==> config.mk <==
export PLATFORM = sky130hd
export DESIGN_NAME = hs_cdc_pulse_tx_pacer
export DESIGN_NICKNAME = d
export VERILOG_FILES = /design/src/rtl/hs_cdc_pulse_tx_pacer.sv
export SDC_FILE = /design/constraint.sdc
export NUM_CORES = 1
export LEC_CHECK = 0
export CORE_AREA = 2 2 39 41
export DETAILED_ROUTE_END_ITERATION = 16
export DIE_AREA = 0 0 41 43
export SYNTH_ARGS = -nofsm -noshare
export SYNTH_HDL_FRONTEND = slang
export SYNTH_SLANG_ARGS = --single-unit
export TNS_END_PERCENT = 5
==> constraint.sdc <==
create_clock -name clk -period 5.45 [get_ports clk]
set_input_delay 0.545 -clock clk [delete_from_list [all_inputs] [get_ports clk]]
set_output_delay 0.545 -clock clk [all_outputs]
set_load 0.01 [all_outputs]
==> src/rtl/hs_cdc_pulse_tx_pacer.sv <==
// hs_cdc_pulse_tx_pacer: queues source pulses and sends them as req toggles.
// Define HS_PULSE_TX_TIMEOUT_EN to add the sticky ack timeout flag.
package hs_cdc_pulse_pkg;
    typedef enum logic {
        LEVEL_LOW  = 1'b0,
        LEVEL_HIGH = 1'b1
    } level_e;
endpackage

module hs_cdc_syncer #(
    parameter int STAGES = 2
) (
    input  logic clk,
    input  logic aresetn,
    input  logic d,
    output logic q
);
    logic [STAGES-1:0] sync;

    // shift the asynchronous level through the flop chain
    always_ff @(posedge clk or negedge aresetn) begin
        if (!aresetn) begin
            sync <= '0;
        end else begin
            sync <= {sync[STAGES-2:0], d};
        end
    end

    assign q = sync[STAGES-1];
endmodule

module hs_cdc_pulse_tx_pacer
    import hs_cdc_pulse_pkg::*;
#(
    parameter level_e ACTIVE_LEVEL   = LEVEL_HIGH,
    parameter int     MAX_PENDING    = 15,
    parameter int     SYNC_STAGE     = 2,
    parameter int     TIMEOUT_CYCLES = 1024,
    localparam int    PW = $clog2(MAX_PENDING + 1)
) (
    input  logic          clk,
    input  logic          aresetn,
    input  logic          pulse_in,
    output logic          req_lvl,
    input  logic          ack_lvl,
    output logic [PW-1:0] pending,
    output logic          busy,
    output logic          overflow,
    input  logic          overflow_sclr,
    output logic          timeout_err
);
    typedef enum logic {
        IDLE     = 1'b0,
        WAIT_ACK = 1'b1
    } state_t;

    state_t        state;
    state_t        state_nxt;
    logic          ack_s;
    logic          pv;
    logic          launch;
    logic          has_q;
    logic          consume;
    logic          enq;
    logic          full;
    logic          drop;
    logic [PW-1:0] pending_nxt;

    hs_cdc_syncer #(
        .STAGES (SYNC_STAGE)
    ) u_ack_sync (
        .clk     (clk),
        .aresetn (aresetn),
        .d       (ack_lvl),
        .q       (ack_s)
    );

    assign pv      = (pulse_in == logic'(ACTIVE_LEVEL));
    assign has_q   = (pending != '0);
    assign full    = (pending == PW'(MAX_PENDING));
    assign busy    = (state == WAIT_ACK);

    // launch from IDLE, wait for the synchronized echo before the next one
    always_comb begin
        state_nxt = state;
        launch    = 1'b0;
        unique case (state)
            IDLE: begin
                if (pv || has_q) begin
                    launch    = 1'b1;
                    state_nxt = WAIT_ACK;
                end
            end
            WAIT_ACK: begin
                if (ack_s == req_lvl) begin
                    state_nxt = IDLE;
                end
            end
            default: state_nxt = IDLE;
        endcase
    end

    // queue accounting: a launch with an empty queue bypasses it
    always_comb begin
        consume     = launch & has_q;
        enq         = pv & ~(launch & ~has_q);
        drop        = enq & ~consume & full;
        pending_nxt = pending;
        if (consume && !enq) begin
            pending_nxt = pending - PW'(1);
        end else if (enq && !consume && !full) begin
            pending_nxt = pending + PW'(1);
        end
    end

    // state, toggle level, queue count and sticky overflow
    always_ff @(posedge clk or negedge aresetn) begin
        if (!aresetn) begin
            state    <= IDLE;
            req_lvl  <= 1'b0;
            pending  <= '0;
            overflow <= 1'b0;
        end else begin
            state   <= state_nxt;
            pending <= pending_nxt;
            if (launch) begin
                req_lvl <= ~req_lvl;
            end
            if (drop) begin
                overflow <= 1'b1;
            end else if (overflow_sclr) begin
                overflow <= 1'b0;
            end
        end
    end

`ifdef HS_PULSE_TX_TIMEOUT_EN
    localparam int TW = $clog2(TIMEOUT_CYCLES + 1);

    logic [TW-1:0] tmr;

    // count unacknowledged WAIT_ACK cycles; the flag holds until reset
    always_ff @(posedge clk or negedge aresetn) begin
        if (!aresetn) begin
            tmr         <= '0;
            timeout_err <= 1'b0;
        end else if (launch) begin
            tmr <= '0;
        end else if (busy && (ack_s != req_lvl)) begin
            if (tmr == TW'(TIMEOUT_CYCLES - 1)) begin
                timeout_err <= 1'b1;
            end else begin
                tmr <= tmr + TW'(1);
            end
        end
    end
`else
    assign timeout_err = 1'b0;
`endif
endmodule

==> results of run 1 <==
## synthesized netlist by cell type
cell type  count  area share [%]
conb_1         1            0.88
buf_4          1             1.8
a31oi_1        1             1.5
o21ai_0        4             4.7
nor2_1         3             2.6
and2_1         1             1.5
o22ai_1        1             1.5
a22oi_4        1             5.0
inv_1          2             1.8
nand2_1        2             1.8
xor2_1         2             4.1
or3_1          1             1.5
nand4_1        1             1.5
nand2b_1       1             1.5
or4_4          1             2.6
a21o_1         1             1.8
dfrtp_1        9              53
xnor2_1        3             6.1
mux2_2         1             2.6
ha_1           1             2.9
## through the flow
stage	cells	total power, uW
6_report	68	335
5_1_grt	68	367
4_1_cts	68	340
3_5_place_dp	64	284
3_3_place_gp	64	282
2_1_floorplan	38	215
## per-layer routing
metal | share of wire [%] | track usage [%]
met5 | 0 | 0
met4 | 2.1 | 10.0
met3 | 6.2 | 8.90
met2 | 44 | 15.3
met1 | 48 | 14.4
## power by group through the flow
stage                     sequential [uW]  clock [uW]  combinational, uW
after CTS                             131        56.0                153
after global routing                  137        59.7                171
final                                 130        52.4                152
after detailed placement              131           0                152
after floorplan                       135           0               79.8
after global placement                131           0                150
## registers in the layout, summed over array words and instances (netlist names)
name	count
req_lvl	1
u_ack_sync.sync	2
busy	1
pending	4
overflow	1
## placed cells by master, fill, tap and decap left out
master	instances
o22ai_1	1
or4_4	1
mux2_2	1
conb_1	1
clkbuf_1	1
o21ai_0	4
xor2_1	2
clkbuf_4	3
dfrtp_1	9
and2_1	1
a31oi_1	1
a21o_1	1
nand2b_1	1
inv_1	2
ha_1	1
clkdlybuf4s50_1	11
nand4_1	1
a22oi_4	1
nand2_1	2
nor2_1	3
or3_1	1
xnor2_1	3
## worst max path at each step
stage,start,to,slack [ns],cells after the start
6_report,pulse_in,pending[2]$_DFFE_PN0P_,3.51,8
5_1_grt,pulse_in,pending[2]$_DFFE_PN0P_,3.35,9
4_1_cts,pulse_in,pending[2]$_DFFE_PN0P_,3.51,8
3_5_place_dp,pulse_in,pending[2]$_DFFE_PN0P_,3.22,8
3_3_place_gp,pulse_in,pending[2]$_DFFE_PN0P_,3.24,8
2_1_floorplan,pending[3]$_DFFE_PN0P_,pending[2]$_DFFE_PN0P_,3.65,8
## kinds of logic (layout without fill, tap and decap cells)
group / after synthesis / after routing / synth area share (%)
flops: 9 / 9 / 52.6
mux: 1 / 1 / 2.63
other cells: 1 / 1 / 0.876
compound gates: 8 / 8 / 14.3
xor+xnor: 5 / 5 / 10.2
simple gates: 10 / 10 / 12.9
fa+ha+maj: 1 / 1 / 2.92
buf+inv: 3 / 17 / 3.51
## cell type report
cell class,count,area share (%)
Timing Repair Buffer,11,19.1
Clock buffer,4,4.56
Tap cell,16,3.47
Sequential cell,9,39.0
Multi-Input combinational cell,26,32.5
Inverter,2,1.30
==> flow_summary.json, run 1 <==
{
  "outcome": "finished clean",
  "crit_top_cell": "xnor2_1",
  "powerDensity_mw_per_mm2": 580,
  "hold_viol": 0,
  "hold_path_class": "register to register",
  "cp_top_family": "buffers and inverters",
  "reg2reg_slack_ns": 3.57,
  "syn_avg_cell_area_um2": 11.3,
  "fp.dieH_um": 43,
  "final_area_um2": 577,
  "reg2reg_depth": 8,
  "die_x_um": 41,
  "fillers": 145,
  "holdCritStartpoint": "u_ack_sync.sync[0]$_DFF_PN0_",
  "worst_slack_ns": 3.51,
  "regArea_um2": 225,
  "yosysUniqueCellTypes": 20,
  "max_freq_ghz": 0.515,
  "leakagePower_uw": 0.000240,
  "grt_pass1_wl_um": 1350,
  "critical_path_peak_fanout": 6,
  "cts_made_buffers": 3,
  "wl_um": 806,
  "htree_levels": 1,
  "drive_gt1_share_pct": 11.5,
  "cts_tree": "yes",
  "multi_input_area_um2": 188,
  "cts_setup_buffers": 0,
  "synthCells": 38,
  "drc": 0,
  "arrival_ns": 2.09,
  "holdWs_ns": 0.350,
  "grt_pass1_vias": 314,
  "dpl.hpwl_um": 575,
  "pwr-share-comb_pct": 45.4,
  "setup_violations": 0,
  "switching_share_pct": 36.5,
  "dr.pass1.iters": 1,
  "cpPeakStageDelay_ns": 0.49,
  "diodes": 0,
  "crit_slowest_cell": "clkdlybuf4s50_1",
  "ys_seq_area_share_pct": 52.6,
  "switchingPower_uw": 122,
  "clock_latency_ns": 0.26,
  "syn-num-nets": 44,
  "final_util_pct": 41.7,
  "overflow": 0,
  "worst_setup_path_start_kind": "primary input",
  "syn_to_final_growth_pct": 34.8,
  "finalSetupTns_ns": 0,
  "worst_setup_path_end_kind": "register",
  "grt.total_usage_pct": 12.6,
  "io_pins": 13,
  "wl_per_cell_um": 11.9,
  "pwr-share-clk_pct": 15.6,
  "yosysWarningCount": 0,
  "ctsRootBufferMaster": "clkbuf_4",
  "path_clk_slew_ns": 0.06,
  "antenna_found_initial": 0,
  "ir_drop_uv": 249,
  "finish.net_count": 59,
  "cts.sinks": 9,
  "power_frac_seq_pct": 38.9,
  "grt_max_degree": 10,
  "dpl_cell_area_um2": 551,
  "cap_violations": 0,
  "ys_ff_latch": 9,
  "synth_area_um2": 428,
  "reg2reg_from": "pending[2]$_DFFE_PN0P_",
  "fin_crit_ns": 1.94,
  "cts_hold_buffers": 0,
  "crit_required_ns": 5.60,
  "rsz0062_at_grt": "false",
  "holdPathStages": 0,
  "dieArea_mm2": 0.00176,
  "holdPathEnd": "u_ack_sync.sync[1]$_DFF_PN0_",
  "start_util_pct": 30.9,
  "cts_resized": 0,
  "clock_skew_ns": 0.00395,
  "path_class": "primary input to register",
  "dp_slack_ns": 3.22,
  "power.internal_uw": 212,
  "reg2reg_to": "pending[2]$_DFFE_PN0P_",
  "drt-initial-drc-count": 0,
  "cts_buffer_depth": 2,
  "timing.final.crit_share_pct": 35.6,
  "viasPerCell": 4.66,
  "slew_violations": 0,
  "routabilityCongestion": 0.814,
  "vias": 317,
  "rows": 14,
  "portBuffers": 11,
  "critPathBufInv": 1,
  "crit_chain": "clkdlybuf4s50_1 -> nor2_1 -> nand2_1 -> xnor2_1 -> ha_1 -> o21ai_0 -> nand2b_1 -> xnor2_1",
  "final_antenna_net_count": 0,
  "design.core.area_mm2": 0.00138
}
(Power assumes the default switching activity.)
==> run 2: changes to the inputs <==
==> constraint.sdc (replaced) <==
create_clock -name clk -period 1.65 [get_ports clk]
set_input_delay 0.165 -clock clk [delete_from_list [all_inputs] [get_ports clk]]
set_output_delay 0.165 -clock clk [all_outputs]
set_load 0.01 [all_outputs]
==> flow_summary.json, run 2 (same netlist as run 1, synthesis figures left out) <==
{
  "outcome": "finished, violations left",
  "violations": "setup timing",
  "pwr-share-clk_pct": 13.4,
  "fin_crit_ns": 1.78,
  "drt-initial-drc-count": 11,
  "overflow": 0,
  "dp_slack_ns": -0.0988,
  "reg.largest.list": "pending x4, u_ack_sync.sync x2",
  "final_area_um2": 662,
  "powerDensity_mw_per_mm2": 1920,
  "drc": 0,
  "worst_setup_path_end_kind": "register",
  "start_util_pct": 30.9,
  "pwr-share-comb_pct": 58.4,
  "viasPerCell": 4.69,
  "cts_buffer_depth": 2,
  "setup_violations": 2,
  "finalSetupTns_ns": -0.241,
  "ctsRootBufferMaster": "clkbuf_4",
  "cts_setup_buffers": 0,
  "switching_share_pct": 35.1,
  "clock_skew_ns": 0.00626,
  "arrival_ns": 1.93,
  "top_register": "pending",
  "dr.pass1.iters": 4,
  "worst_setup_path_start_kind": "register",
  "wl_um": 900,
  "timing.final.crit_share_pct": 108,
  "power_frac_seq_pct": 28.2,
  "fp.dieH_um": 43,
  "largest_register_ffs": 4,
  "holdWs_ns": 0.200,
  "multi_input_area_um2": 205,
  "cap_violations": 0,
  "wl_per_cell_um": 11.7,
  "grt_pass1_wl_um": 1440,
  "dpl.hpwl_um": 670,
  "portBuffers": 11,
  "leakagePower_uw": 0.000288,
  "cts.sinks": 9,
  "regArea_um2": 225,
  "io_pins": 13,
  "ir_drop_uv": 982,
  "clock_latency_ns": 0.26,
  "crit_chain": "or4_4 -> nand2_4 -> xnor2_2 -> ha_2 -> mux2_2",
  "final_util_pct": 47.8,
  "most-common-layout-cells": "clkdlybuf4s50_1 (11), dfrtp_1 (9), buf_4 (9)",
  "grt.total_usage_pct": 12.8,
  "grt_max_degree": 10,
  "drive_gt1_share_pct": 29.5,
  "switchingPower_uw": 446,
  "path_class": "register to register",
  "final_antenna_net_count": 0,
  "cts_made_buffers": 3,
  "power.internal_uw": 824,
  "fillers": 149,
  "path_clk_slew_ns": 0.06,
  "critical_path_peak_fanout": 2,
  "antenna_found_initial": 0,
  "max_freq_ghz": 0.561,
  "syn_to_final_growth_pct": 54.7,
  "hold_viol": 0,
  "layout_commonest_cell": "clkdlybuf4s50_1",
  "rows": 14,
  "critPathBufInv": 0,
  "cpPeakStageDelay_ns": 0.56,
  "hold_path_class": "primary input to asynchronous set/reset pin",
  "finish.net_count": 68,
  "diodes": 0,
  "crit_slowest_cell": "or4_4",
  "grt_pass1_vias": 343,
  "htree_levels": 1,
  "design.core.area_mm2": 0.00138,
  "worst_slack_ns": -0.134,
  "crit_required_ns": 1.79,
  "vias": 361,
  "cp_top_family": "simple AND/OR/NAND/NOR gates",
  "routabilityCongestion": 0.753,
  "die_x_um": 41,
  "dpl_cell_area_um2": 618,
  "dieArea_mm2": 0.00176,
  "cts_tree": "yes",
  "slew_violations": 0,
  "rsz0062_at_grt": "true"
}
[run 2: worst paths after layout]
path / from / end / slack [ns] / cells past startpoint
setup / recovery: pending[0]$_DFFE_PN0P_ / pending[1]$_DFFE_PN0P_ / -0.13 / 5
hold / removal: aresetn / u_ack_sync.sync[1]$_DFF_PN0_ / 0.20 / 1
setup reg to reg: pending[0]$_DFFE_PN0P_ / pending[1]$_DFFE_PN0P_ / -0.13 / 5
hold reg to reg: u_ack_sync.sync[0]$_DFF_PN0_ / u_ack_sync.sync[1]$_DFF_PN0_ / 0.34 / 0
max in group asynchronous: aresetn / pending[2]$_DFFE_PN0P_ / 1.15 / 1
min in group clk: u_ack_sync.sync[0]$_DFF_PN0_ / u_ack_sync.sync[1]$_DFF_PN0_ / 0.34 / 0
[run 2: layout make-up]
type                    instances  area share [%]
well taps                      16            3.02
flip-flops and latches          9            34.0
clock buffers                   4            3.97
repair buffers                 20            26.8
multi-input cells              26            31.0
inverters                       2            1.13
[run 2: repair_timing]
| action | in CTS | in global routing |
|---|---|---|
| hold endpoints to repair | 0 | 0 |
| gates resized for setup | 1 | 5 |
| endpoints found under the setup margin | 2 | 2 |
| cloned | 0 | 0 |
| hold buffers | 0 | 0 |
| pin swaps | 0 | 3 |
[run 2: worst reg2reg max path, cell delays in order, from the launching register on]
cell,delay [ns]
dfrtp_1,0.38
or4_4,0.56
nand2_4,0.08
xnor2_2,0.10
ha_2,0.28
mux2_2,0.26
[run 2: power groups by stage]
stage,registers (uW),logic [uW],clock network [uW]
floorplan,447,263,0
global placement,360,699,0
detailed placement,362,711,0
CTS,359,723,176
global route,370,821,191
finish,358,741,170
[run 2: metrics by stage]
stage | power (uW) | cells
6_report | 1270 | 77
5_1_grt | 1380 | 77
4_1_cts | 1260 | 77
3_5_place_dp | 1070 | 73
2_1_floorplan | 711 | 38
3_3_place_gp | 1060 | 73
[run 2: routing by layer]
metal | up-vias | routed length [um] | track usage, %
met1 | 173 | 371 | 15.8
met4 | 0 | 7 | 4.00
li1 | 176 | - | -
met2 | 10 | 435 | 16.6
met3 | 2 | 86 | 10.5
met5 | - | 0 | 0
